### src/rtl/ps2_pkg.sv
// Shared PS/2 definitions: transmitter state encoding, command bytes and the
// device acknowledge code used by the receiver side.
package ps2_pkg;

  typedef enum logic [2:0] {
    IDLE,
    INHIBIT,
    RTS,
    DATA,
    ACK_WAIT
  } ps2_tx_state_e;

  localparam logic [7:0] PS2_CMD_RESET    = 8'hFF;
  localparam logic [7:0] PS2_CMD_ENABLE   = 8'hF4;
  localparam logic [7:0] PS2_CMD_SET_RATE = 8'hF3;
  localparam logic [7:0] PS2_CMD_DEFAULTS = 8'hF6;
  localparam logic [7:0] PS2_ACK          = 8'hFA;

  // Bit index of the stop bit inside the host-to-device frame.
  localparam logic [3:0] PS2_STOP_IDX     = 4'd9;

  function automatic logic ps2_odd_parity(input logic [7:0] b);
    return ~^b;
  endfunction

endpackage

### src/rtl/ps2_command_tx_if.sv
// Command handshake between the control path and the PS/2 transmitter.
interface ps2_command_tx_if;
  logic       cmd_valid;
  logic [7:0] cmd_data;
  logic       cmd_ready;

  modport master (output cmd_valid, output cmd_data, input  cmd_ready);
  modport slave  (input  cmd_valid, input  cmd_data, output cmd_ready);
endinterface

### src/rtl/ps2_line_sync.sv
// Two-flop synchronizers for the PS/2 clock and data pins plus falling-edge
// detect on the synchronized clock; shared with the PS/2 receiver.
module ps2_line_sync (
  input  logic clock,
  input  logic reset_n,
  input  logic clk_in,
  input  logic dat_in,
  output logic clk_sync,
  output logic dat_sync,
  output logic clk_fall
);

  logic [1:0] clk_pipe_q, clk_pipe_d;
  logic [1:0] dat_pipe_q, dat_pipe_d;
  logic       clk_prev_q, clk_prev_d;

  always_comb begin
    clk_pipe_d = {clk_pipe_q[0], clk_in};
    dat_pipe_d = {dat_pipe_q[0], dat_in};
    clk_prev_d = clk_pipe_q[1];
  end

  // Idle PS/2 lines float high, so reset to 1 to avoid a spurious fall.
  always_ff @(posedge clock) begin
    if (!reset_n) begin
      clk_pipe_q <= '1;
      dat_pipe_q <= '1;
      clk_prev_q <= 1'b1;
    end else begin
      clk_pipe_q <= clk_pipe_d;
      dat_pipe_q <= dat_pipe_d;
      clk_prev_q <= clk_prev_d;
    end
  end

  assign clk_sync = clk_pipe_q[1];
  assign dat_sync = dat_pipe_q[1];
  assign clk_fall = clk_prev_q & ~clk_pipe_q[1];

endmodule

### src/rtl/ps2_command_tx.sv
// Host-to-device PS/2 command transmitter driving open-drain clk/dat enables.
// Optional macro PS2_TX_RETRY_EN: retry NACK/timeout up to twice before error.
module ps2_command_tx
  import ps2_pkg::*;
#(
  parameter int unsigned INHIBIT_CYCLES = 5000,
  parameter int unsigned TIMEOUT_CYCLES = 750000,
  parameter int unsigned CNT_W          = 20
) (
  input  logic             clock,
  input  logic             reset_n,
  ps2_command_tx_if.slave  cmd,
  input  logic             ps2_clk_in,
  input  logic             ps2_dat_in,
  output logic             ps2_clk_oe,
  output logic             ps2_dat_oe,
  output logic             busy,
  output logic             done,
  output logic             error
);

  localparam logic [CNT_W-1:0] INHIBIT_LAST = CNT_W'(INHIBIT_CYCLES - 1);
  localparam logic [CNT_W-1:0] TIMEOUT_LAST = CNT_W'(TIMEOUT_CYCLES - 1);

  ps2_tx_state_e    state_q, state_d;
  logic [CNT_W-1:0] cnt_q, cnt_d;
  logic [3:0]       idx_q, idx_d;
  logic [7:0]       shift_q, shift_d;
  logic             parity_q, parity_d;
  logic             ack_q, ack_d;
  logic             done_q, done_d;
  logic             error_q, error_d;
`ifdef PS2_TX_RETRY_EN
  logic [1:0]       retry_q, retry_d;
`endif

  logic clk_sync, dat_sync, clk_fall;
  logic attempt_failed;
  logic bit_val;
  logic ready;

  ps2_line_sync u_sync (
    .clock    (clock),
    .reset_n  (reset_n),
    .clk_in   (ps2_clk_in),
    .dat_in   (ps2_dat_in),
    .clk_sync (clk_sync),
    .dat_sync (dat_sync),
    .clk_fall (clk_fall)
  );

  always_ff @(posedge clock) begin
    if (!reset_n) begin
      state_q  <= IDLE;
      cnt_q    <= '0;
      idx_q    <= '0;
      shift_q  <= '0;
      parity_q <= 1'b0;
      ack_q    <= 1'b0;
      done_q   <= 1'b0;
      error_q  <= 1'b0;
`ifdef PS2_TX_RETRY_EN
      retry_q  <= '0;
`endif
    end else begin
      state_q  <= state_d;
      cnt_q    <= cnt_d;
      idx_q    <= idx_d;
      shift_q  <= shift_d;
      parity_q <= parity_d;
      ack_q    <= ack_d;
      done_q   <= done_d;
      error_q  <= error_d;
`ifdef PS2_TX_RETRY_EN
      retry_q  <= retry_d;
`endif
    end
  end

  always_comb begin
    state_d        = state_q;
    cnt_d          = cnt_q;
    idx_d          = idx_q;
    shift_d        = shift_q;
    parity_d       = parity_q;
    ack_d          = ack_q;
    done_d         = 1'b0;
    error_d        = 1'b0;
    attempt_failed = 1'b0;
`ifdef PS2_TX_RETRY_EN
    retry_d        = retry_q;
`endif
    case (state_q)
      IDLE: begin
        if (cmd.cmd_valid) begin
          state_d  = INHIBIT;
          cnt_d    = '0;
          shift_d  = cmd.cmd_data;
          parity_d = ps2_odd_parity(cmd.cmd_data);
`ifdef PS2_TX_RETRY_EN
          retry_d  = '0;
`endif
        end
      end
      INHIBIT: begin
        if (cnt_q == INHIBIT_LAST) begin
          state_d = RTS;
          cnt_d   = '0;
        end else begin
          cnt_d = cnt_q + CNT_W'(1);
        end
      end
      RTS, DATA, ACK_WAIT: begin
        // One budget spans the whole device-clocked phase; falls never reload it.
        cnt_d = cnt_q + CNT_W'(1);
        if (cnt_q == TIMEOUT_LAST) begin
          attempt_failed = 1'b1;
        end else if (state_q == RTS) begin
          if (clk_fall) begin
            state_d = DATA;
            idx_d   = '0;
          end
        end else if (state_q == DATA) begin
          if (clk_fall) begin
            if (idx_q == PS2_STOP_IDX) begin
              state_d = ACK_WAIT;
              ack_d   = ~dat_sync;
            end else begin
              idx_d = idx_q + 4'd1;
            end
          end
        end else if (clk_sync && dat_sync) begin
          if (ack_q) begin
            state_d = IDLE;
            done_d  = 1'b1;
          end else begin
            attempt_failed = 1'b1;
          end
        end
      end
      default: state_d = IDLE;
    endcase

    if (attempt_failed) begin
`ifdef PS2_TX_RETRY_EN
      if (retry_q != 2'd2) begin
        retry_d = retry_q + 2'd1;
        state_d = INHIBIT;
        cnt_d   = '0;
      end else begin
        state_d = IDLE;
        error_d = 1'b1;
      end
`else
      state_d = IDLE;
      error_d = 1'b1;
`endif
    end
  end

  always_comb begin
    ready      = 1'b0;
    busy       = 1'b1;
    ps2_clk_oe = 1'b0;
    ps2_dat_oe = 1'b0;
    if (idx_q < 4'd8)       bit_val = shift_q[idx_q[2:0]];
    else if (idx_q == 4'd8) bit_val = parity_q;
    else                    bit_val = 1'b1;
    case (state_q)
      IDLE: begin
        ready = 1'b1;
        busy  = 1'b0;
      end
      INHIBIT: ps2_clk_oe = 1'b1;
      RTS:     ps2_dat_oe = 1'b1;
      DATA:    ps2_dat_oe = ~bit_val;
      default: ;
    endcase
  end

  assign cmd.cmd_ready = ready;
  assign done          = done_q;
  assign error         = error_q;

endmodule

### src/flat_wrapper.sv
// flat-port wrapper written by rule: the top's interface ports become plain ports
module ps2_command_tx_flat import ps2_pkg::*;
#(
  parameter int unsigned INHIBIT_CYCLES = 5000,
  parameter int unsigned TIMEOUT_CYCLES = 750000,
  parameter int unsigned CNT_W          = 20
)
  (clock, reset_n, ps2_clk_in, ps2_dat_in, ps2_clk_oe, ps2_dat_oe, busy, done, error, cmd_cmd_valid, cmd_cmd_data, cmd_cmd_ready);
  ps2_command_tx_if cmd_i ();
  input  logic clock;
  input  logic reset_n;
  input  logic ps2_clk_in;
  input  logic ps2_dat_in;
  output logic ps2_clk_oe;
  output logic ps2_dat_oe;
  output logic busy;
  output logic done;
  output logic error;
  input wire logic [$bits(cmd_i.cmd_valid)-1:0] cmd_cmd_valid;
  input wire logic [$bits(cmd_i.cmd_data)-1:0] cmd_cmd_data;
  output wire logic [$bits(cmd_i.cmd_ready)-1:0] cmd_cmd_ready;
  assign cmd_i.cmd_valid = cmd_cmd_valid;
  assign cmd_i.cmd_data = cmd_cmd_data;
  assign cmd_cmd_ready = cmd_i.cmd_ready;
  ps2_command_tx #(.INHIBIT_CYCLES(INHIBIT_CYCLES), .TIMEOUT_CYCLES(TIMEOUT_CYCLES), .CNT_W(CNT_W)) u_core (.clock(clock), .reset_n(reset_n), .cmd(cmd_i), .ps2_clk_in(ps2_clk_in), .ps2_dat_in(ps2_dat_in), .ps2_clk_oe(ps2_clk_oe), .ps2_dat_oe(ps2_dat_oe), .busy(busy), .done(done), .error(error));
endmodule
### config.mk
export PLATFORM = sky130hd
export DESIGN_NAME = ps2_command_tx_flat
export DESIGN_NICKNAME = d
export VERILOG_FILES = /design/src/rtl/ps2_pkg.sv /design/src/rtl/ps2_command_tx_if.sv /design/src/rtl/ps2_line_sync.sv /design/src/rtl/ps2_command_tx.sv /design/src/flat_wrapper.sv
export SDC_FILE = /design/constraint.sdc
export NUM_CORES = 1
export LEC_CHECK = 0
export ABC_AREA = 1
export BUFFER_PORTS_ARGS = -buffer_cell sky130_fd_sc_hd__buf_2
export CAP_MARGIN = 20
export CORE_ASPECT_RATIO = 1.2
export CORE_MARGIN = 2
export CORE_UTILIZATION = 62
export DETAILED_ROUTE_END_ITERATION = 8
export MAX_ROUTING_LAYER = met4
export PLACE_DENSITY = 0.93
export REMOVE_ABC_BUFFERS = 1
export SYNTH_ARGS = -nofsm -noshare
export SYNTH_HDL_FRONTEND = slang
export SYNTH_HIERARCHICAL = 1
export SYNTH_SLANG_ARGS = --single-unit
### constraint.sdc
create_clock -name clock -period 3.2 [get_ports clock]
set_input_delay 0.8 -clock clock [delete_from_list [all_inputs] [get_ports clock]]
set_output_delay 0.8 -clock clock [all_outputs]
set_load 0.05 [all_outputs]
; After elaboration in Yosys (flattened, before gate mapping)
; Cells that the tools add are included.
[classes]
shifts = 0
muxes = 35
multipliers = 0
n_reduce_logical = 13
eq_ne = 17
n_lt_le_gt_ge = 2
bitwise_logic = 9
div_mod_pow = 0
addsub = 2
[op_table]
columns = op, n
row1 = one-hot mux 20 bit (3 select lines), 1
row2 = 2-to-1 mux 20 bit, 2
row3 = 2-to-1 mux 3 bit, 10
row4 = "adder 20 x 1 -> 20 bit, second input constant", 1
row5 = "equality test 20 x 13 -> 1 bit, second input constant", 1
row6 = "equality test 20 bit, second input constant", 1
row7 = 2-to-1 mux 4 bit, 5
row8 = 2-to-1 mux 1 bit, 14
row9 = one-hot mux 3 bit (3 select lines), 1
row10 = "equality test 4 bit, second input constant", 2
row11 = "inequality test 4 x 1 -> 1 bit, second input constant", 2
row12 = NOT 1 bit, 8
row13 = AND reduction 8 bit, 1
row14 = XNOR reduction 8 bit, 1
row15 = "equality test 3 x 2 -> 1 bit, second input constant", 2
row16 = "inequality test 3 x 2 -> 1 bit, second input constant", 2
row17 = AND reduction 6 bit, 1
row18 = OR reduction 6 bit, 1
row19 = AND reduction 5 bit, 1
row20 = "adder 4 x 1 -> 4 bit, second input constant", 1
row21 = "< comparator 3 x 4 -> 1 bit, second input constant", 1
row22 = "< comparator 4 bit, second input constant", 1
row23 = "inequality test 2 x 1 -> 1 bit, second input constant", 2
row24 = "inequality test 2 bit, second input constant", 2
row25 = 13 further kinds, 14
[totals]
latchBits = 0
input_bits = 13
rom_bits = 0
memories = 0
ff_bits = 44
ramBits = 0

; Logic depth before layout (Yosys ltp)
; Gate-level depths: netlist of the first run.
[depth]
word_depth = 7
ltp_mapped = 11
depth_no_buf = 11

; Cells and area by module
; The synthesis of the first run kept the hierarchy.
[modules_own_cells]
columns = mod, cells_each, area_each_um2, n_inst, seq_area_each_um2
row1 = ps2_command_tx, 354, 2328.5, 1, 780.7
row2 = ps2_line_sync, 17, 145.1, 1, 100.1

; Worst setup path after synthesis of the first run
; Ideal clock, no wire load.
[synth_path]
kind = reg2out
from = reg u_core.state_q[0]
to = out cmd_cmd_ready
setup_slack_ns = 1.094
path_stages_with_launch = 4
arrival_ns = 1.306
path_cell_list = dfxtp_1 > nor2_4 > nand2_1 > inv_1
[synth_between]
elab_chain_len = 2
[synth_lines]
columns = element, line_no
row1 = "start, declared", ps2_command_tx.sv:25  ; ps2_tx_state_e state_q, state_d;
row2 = "start signal, assigned", ps2_command_tx.sv:66  ; state_q <= state_d;
row3 = zero test 3 bit, ps2_command_tx.sv:169  ; case (state_q)
row4 = 2-to-1 mux 1 bit, ps2_command_tx.sv:169
row5 = "end, declared", flat_wrapper.sv:21  ; output wire logic [$bits(cmd_i.cmd_ready)-1:0] cmd_cmd_ready;
; No other way between the ends.

; Final worst setup path of the first run
[layout_path]
from = reg u_core.idx_q[0]
to = out ps2_dat_oe
[layout_between]
elab_chain_len = 5
elab_cells_between_ends = 8
cone_classes = order compare (1) / eq/ne (1) / mux (5) / bitwise (1)
[layout_lines]
columns = element, line_no
row1 = "start, declared", ps2_command_tx.sv:27  ; logic [3:0] idx_q, idx_d;
row2 = "start signal, assigned", ps2_command_tx.sv:68  ; idx_q <= idx_d;
row3 = binary-select mux 1 bit (select 3 bit) or equality test 4 bit (tied branches), "ps2_command_tx.sv:166, ps2_command_tx.sv:167"
row4 = 2-to-1 mux 1 bit (on tied branches), "ps2_command_tx.sv:166, ps2_command_tx.sv:167"
row5 = 2-to-1 mux 1 bit (*), ps2_command_tx.sv:166  ; if (idx_q < 4'd8) bit_val = shift_q[idx_q[2:0]];
row6 = NOT 1 bit (*), ps2_command_tx.sv:176  ; DATA: ps2_dat_oe = ~bit_val;
row7 = one-hot mux 1 bit (2 select lines) (*), ps2_command_tx.sv:169
row8 = "end, declared", flat_wrapper.sv:15  ; output logic ps2_dat_oe;
; Mark *: on every way between the ends. The rest lies on a longest branch, timed or not. The select of a mux whose other input is x is not followed.

==> flow_summary_export.csv, run 1 <==
group,metric,value,unit
logic_synthesis,synthCells,371,
outcome,outcome,"complete, no violations",
grt,grt_pass1_vias,2339,
placement,dp_cells,439,
drt,drt-pass1-iter-count,5,
die,core_area,0.00388,mm2
clock_tree,cts.clk_slew.worst_paths,0.08,ns
logic_synthesis,synth_top_family_by_area,"simple AND/OR/NAND/NOR gates",
die,row_count,25,
cells_and_area,seq_area,881,um2
power,power.leakage,1.20,nW
logic_synthesis,ys_types,31,
run,cap_violations,0,
logic_synthesis,ys_seq_area_share,35.6,%
setup_path,critical_path_class,"reg2out",
sta,clock-skew-final,0.00850,ns
logic_synthesis,synth_compound_area_share,9.00,%
cells_and_area,finalNonFillerCells,447,
clock_tree,htree_levels,2,
sta,hold_slack,0.411,ns
sta,tightestPinTransition,0.495,ns
power,max-vdd-ir-drop,557,uV
setup_path,crit_start,"u_core/idx_q[0]$_SDFFE_PN0P_",
drt,wl_per_cell,13.1,um
cells_and_area,area_delta_synth_final,9.36,%
grt,grt_max_degree,29,
drt,ant_nets,0,
grt,overflow,0,
drt,via_count,2508,
setup_path,path_common_cell,"nand2_1",
logic_synthesis,synth_edf_count,0,
clock_tree,post_cts_buffers,0,
sta,rsz0062_at_grt,"false",
sta,post-route-period-util,79.1,%
placement,io_buffers,18,
cells_and_area,fin_nets,409,
hold_path,hold_class,"reg2reg",
setup_path,cp.buffers_inverters,2,
grt,grt_usage,29.7,%
logic_synthesis,syn_avg_cell_area,6.67,um2
drt,viasPerCell,5.61,
logic_synthesis,synthMuxAreaShare,0,%
placement,pre_cts_ws,1.03,ns
setup_path,r2r_start,"u_core/idx_q[1]$_SDFFE_PN0P_",
placement,placed_area,0.00261,mm2
power,total_power,1.62,mW
clock_tree,cts_buffers,5,
logic_synthesis,yosys-top-cells-area,"dfxtp_1, inv_1, nand2_1, nor2_1, nand3_1",
setup_path,cp_top_family,"flip-flops",
logic_synthesis,synthArstFlopShare,0,%
setup_path,cp_cell_sequence,"inv_1 -> o21ai_0 -> nand2_1 -> nand3_1 -> nand4_1 -> nand2_1 -> buf_2",
logic_synthesis,ys_warn_count,6,
die,die_h,73.2,um
logic_synthesis,synthFlopType,"dfxtp_1",
clock_tree,tritoncts,"yes",
setup_path,cp.arrival,1.73,ns
die,ioPinCount,19,
setup_path,critPathLaunchType,"register",
placement,gp_congestion,1.02,
hold_path,hold_depth,2,
cells_and_area,drive_above_1_share,11.7,%
clock_tree,cts-resized-gates,0,
logic_synthesis,synthAdderAreaFrac,2.02,%
drt,routed_wl,5.87,mm
logic_synthesis,synth.cell_area,0.00247,mm2
clock_tree,clockBufferDepth,2,
clock_tree,root_buffer,"clkbuf_8",
drt,post-route-drc-count,0,
logic_synthesis,yosysTopAreaCellShare,35.6,%
sta,fin_tns_setup,0,ns
hold_path,hp-start,"u_core/u_sync/clk_pipe_q[0]$_SDFF_PN1_",
setup_path,required,2.40,ns
sta,slew_violations,0,
grt,grt_pass1_wl,9.83,mm
clock_tree,cts_hold_buf,0,
sta,finalSetupViolCount,0,
cells_and_area,num-fill-cells,359,
sta,fin_crit,2.53,ns
setup_path,r2r.worst_path.cells,8,
setup_path,slowest_stage,"dfxtp_1",
drt,drt-initial-drc-count,226,
sta,max_freq,0.395,GHz
sta,slew_headroom,67.0,%
grt,antenna_found_initial,0,
setup_path,path_depth,7,
clock_tree,clk_latency,0.30,ns
cells_and_area,final_util,69.7,%
setup_path,cp_max_fo,9,
logic_synthesis,synth-simple-area-share,39.0,%
logic_synthesis,synth_common_cells,"inv_1, nand2_1, nor2_1, dfxtp_1, nand3_1",
logic_synthesis,synth_largest_area_cell,"dfxtp_1",
cells_and_area,multi_input_area,0.00133,mm2
clock_tree,clkSinkCount,44,
die,initial_core_util,63.8,%
logic_synthesis,ys_ff_latch,44,
power,power_per_cell_area,599,mW/mm2
sta,fin_ws,0.668,ns
sta,hold_violations,0,
setup_path,cp-end-kind,"primary output",
logic_synthesis,synth.most_common_cell,"inv_1",
setup_path,worst_path_largest_cell_delay,0.48,ns
cells_and_area,antenna_cells,0,
cells_and_area,final_cell_area,0.00271,mm2
placement,dp_hpwl,4.41,mm
die,die_w,61.7,um
logic_synthesis,synth-xor-area-share,3.54,%
die,dieArea,0.00451,mm2
-- area by class of cell --
cell class,count,area share (%)
multi-input combinational,258,49.0
sequential,44,32.6
inverter,65,9.02
timing repair buffer,18,3.33
clock buffer,6,3.05
tap,54,2.50
clock inverter,2,0.555
-- worst reg2reg max path, cell delays in order (launching register included) --
cell and delay [ns]:
dfxtp_1 0.41, inv_1 0.13, ha_1 0.22, nand3_1 0.14, nand2_1 0.09, nand2_1 0.10
nand3_1 0.21, o21ai_0 0.24, nor2_1 0.06
-- report_power, final --
| group | internal, mW | switching [mW] | leakage (nW) |
|---|---|---|---|
| Clock | 0.175 | 0.191 | 0.0434 |
| Sequential | 0.603 | 0.0486 | 0.358 |
| Combinational | 0.161 | 0.441 | 0.801 |
-- state kept, by name, summed over array words and instances (netlist names) --
signal / flops
u_core/ack_q: 1
u_core/cnt_q: 20
u_core/done: 1
u_core/error: 1
u_core/idx_q: 4
u_core/parity_q: 1
u_core/shift_q: 8
u_core/state_q: 3
u_core/u_sync/clk_pipe_q: 2
u_core/u_sync/clk_prev_q: 1
u_core/u_sync/dat_pipe_q: 2
-- kinds of logic (layout without fill, tap and decap cells) --
logic type,Yosys count,count (layout)
AOI/OAI and AO/OA,43,43
xor gates and xnor gates,10,10
adders and majority gates,4,4
and+or+nand+nor,201,201
DFF,44,44
buffers and inverters,69,91
-- metal layers --
metal	GRT usage, %	vias to the layer above	routed length (um)
li1	-	1232	-
met1	31.4	1148	2210
met2	50.8	104	3100
met3	5.85	24	337
met4	15.4	0	220
met5	-	-	0
-- cell usage in the layout (no fill, tap or decap), types with 3 or more instances in the layout --
cell,count
ha_1,4
inv_1,63
nor3_2,8
xor2_1,4
a21oi_1,19
nand2_1,61
o21ai_0,19
nor2_2,3
nand4_1,15
nand3_1,35
nor3_1,6
nor2_1,60
xnor2_1,6
clkbuf_8,6
buf_2,18
dfxtp_1,44
-- final timing paths --
kind | to | slack (ns)
worst max-delay path | ps2_dat_oe | 0.67
worst min-delay path | u_core/u_sync/clk_pipe_q[1]$_SDFF_PN1_ | 0.41
worst max register to register | u_core/idx_q[0]$_SDFFE_PN0P_ | 1.49
worst min register to register | u_core/u_sync/clk_pipe_q[1]$_SDFF_PN1_ | 0.41
Note: power is estimated with default switching activity, not from simulation.
==> run 2: changes to the inputs <==
--- a/config.mk
+++ b/config.mk
@@ -10,10 +10,10 @@
 export CAP_MARGIN = 20
 export CORE_ASPECT_RATIO = 1.2
 export CORE_MARGIN = 2
-export CORE_UTILIZATION = 62
+export CORE_UTILIZATION = 60
 export DETAILED_ROUTE_END_ITERATION = 8
 export MAX_ROUTING_LAYER = met4
-export PLACE_DENSITY = 0.93
+export PLACE_DENSITY = 0.91
 export REMOVE_ABC_BUFFERS = 1
 export SYNTH_ARGS = -nofsm -noshare
 export SYNTH_HDL_FRONTEND = slang
==> constraint.sdc (replaced) <==
create_clock -name clock -period 2.6 [get_ports clock]
set_input_delay 0.65 -clock clock [delete_from_list [all_inputs] [get_ports clock]]
set_output_delay 0.65 -clock clock [all_outputs]
set_load 0.05 [all_outputs]
==> run 2 against run 1 <==
Against the previous run: global-route usage decreased by 1.9 points; critical path depth unchanged; cell count unchanged; non-clock buffer count increased by 1; register-to-register slack got worse by 0.60 ns; via count about the same; count of clock-buffer cells in the layout increased by 1; sequential power increased by 23%; combinational power increased by 23%; clock skew decreased by 0.0024 ns; cell area increased by 0.23%.
==> flow_summary_export.csv, run 2 (synthesis results as in run 1) <==
group,metric,value,unit
outcome,outcome,"complete, no violations",
clock_tree,clockBufferDepth,2,
setup_path,cp-end-kind,"primary output",
clock_tree,cts.clk_slew.worst_paths,0.08,ns
run,cap_violations,0,
sta,max_freq,0.430,GHz
cells_and_area,layout_commonest_cell,"inv_1",
die,dieArea,0.00465,mm2
grt,grt_max_degree,16,
die,die_w,62.6,um
drt,post-route-drc-count,0,
clock_tree,clkSinkCount,44,
clock_tree,cts_buffers,5,
setup_path,cp_cell_sequence,"inv_1 -> o21ai_0 -> nand3_1 -> nand2_1 -> nand4_1 -> nand2_1 -> buf_2",
sta,fin_tns_setup,0,ns
setup_path,crit_start,"u_core/idx_q[0]$_SDFFE_PN0P_",
sta,hold_violations,0,
sta,fin_ws,0.276,ns
hold_path,hold_class,"reg2reg",
cells_and_area,final_cell_mix,"inv_1, nand2_1, nor2_1, dfxtp_1, nand3_1",
drt,routed_wl,5.91,mm
drt,viasPerCell,5.61,
grt,grt_pass1_wl,9.92,mm
sta,post-route-period-util,89.4,%
cells_and_area,fin_nets,410,
die,ioPinCount,19,
sta,slew_violations,0,
placement,placed_area,0.00262,mm2
power,max-vdd-ir-drop,642,uV
sta,fin_crit,2.32,ns
grt,overflow,0,
clock_tree,cts_hold_buf,0,
grt,grt_pass1_vias,2376,
power,power.leakage,1.21,nW
clock_tree,clk_latency,0.30,ns
setup_path,critPathLaunchType,"register",
drt,via_count,2506,
sta,rsz0062_at_grt,"false",
placement,pre_cts_ws,0.633,ns
placement,dp_hpwl,4.41,mm
placement,io_buffers,18,
cells_and_area,reg.largest.list,"u_core/cnt_q x20, u_core/shift_q x8, u_core/idx_q x4",
power,total_power,1.99,mW
clock_tree,htree_levels,2,
cells_and_area,area_delta_synth_final,9.61,%
cells_and_area,drive_above_1_share,11.7,%
setup_path,slowest_stage,"dfxtp_1",
drt,drt-initial-drc-count,189,
setup_path,required,1.95,ns
sta,hold_slack,0.410,ns
power,power_per_cell_area,735,mW/mm2
sta,slew_headroom,77.0,%
setup_path,cp_max_fo,9,
setup_path,cp.buffers_inverters,2,
sta,finalSetupViolCount,0,
sta,tightestPinTransition,0.342,ns
hold_path,hp-start,"u_core/u_sync/dat_pipe_q[0]$_SDFF_PN1_",
clock_tree,tritoncts,"yes",
die,initial_core_util,62.8,%
setup_path,path_common_cell,"nand2_1",
sta,clock-skew-final,0.00609,ns
setup_path,cp_top_family,"flip-flops",
drt,drt-pass1-iter-count,5,
setup_path,worst_path_largest_cell_delay,0.49,ns
die,core_area,0.00394,mm2
die,row_count,25,
grt,antenna_found_initial,0,
cells_and_area,antenna_cells,0,
clock_tree,post_cts_buffers,0,
clock_tree,cts-resized-gates,0,
cells_and_area,regMostFlops,"u_core/cnt_q",
clock_tree,root_buffer,"clkbuf_8",
setup_path,cp.arrival,1.67,ns
drt,ant_nets,0,
placement,gp_congestion,1.01,
setup_path,r2r_start,"u_core/state_q[2]$_SDFFE_PP0P_",
drt,wl_per_cell,13.2,um
cells_and_area,final_cell_area,0.00271,mm2
cells_and_area,largest_reg_flops,20,
setup_path,critical_path_class,"reg2out",
grt,grt_usage,27.9,%
die,die_h,74.3,um
run 2: area by class of cell:
type	count	area [um2]
multi-input cells	258	1330
fillers	362	1230
flip-flops and latches	44	881
inverters	65	244
repair buffers	19	97.6
clock buffers	7	96.3
well taps	54	67.6
run 2: power by group:
part	internal, mW	switching (mW)	leakage [nW]
logic	0.198	0.540	0.806
registers	0.743	0.0592	0.358
clock network	0.237	0.217	0.0503
total	1.18	0.816	1.21
run 2: path summary, 6_finish.rpt:
check / to / slack (ns) / depth (start not counted)
setup / recovery: ps2_dat_oe / 0.28 / 7
hold / removal: u_core/u_sync/dat_pipe_q[1]$_SDFF_PN1_ / 0.41 / 2
setup reg to reg: u_core/cnt_q[17]$_SDFFE_PN0P_ / 0.89 / 6
hold reg to reg: u_core/u_sync/dat_pipe_q[1]$_SDFF_PN1_ / 0.41 / 2
run 2: worst min-delay path: cells and delay by family, from the launching register on:
family | cells | cell delay, ns
DFF | 1 | 0.31
and+or+nand+nor | 1 | 0.04
buffers and inverters | 1 | 0.03
run 2: layer usage:
metal | up-vias | track usage, % | share of wire, %
li1 | 1231 | - | -
met1 | 1150 | 28.2 | 39
met2 | 103 | 53.4 | 53
met3 | 22 | 3.78 | 5.3
met4 | 0 | 13.6 | 3.1
met5 | - | - | 0
run 2: through the flow:
stage / utilization (%) / cells
after floorplan: - / 367
after global placement: 66.3 / 440
after detailed placement: 66.3 / 440
after CTS: 68.8 / 447
after global routing: 68.8 / 447
final: 68.8 / 447
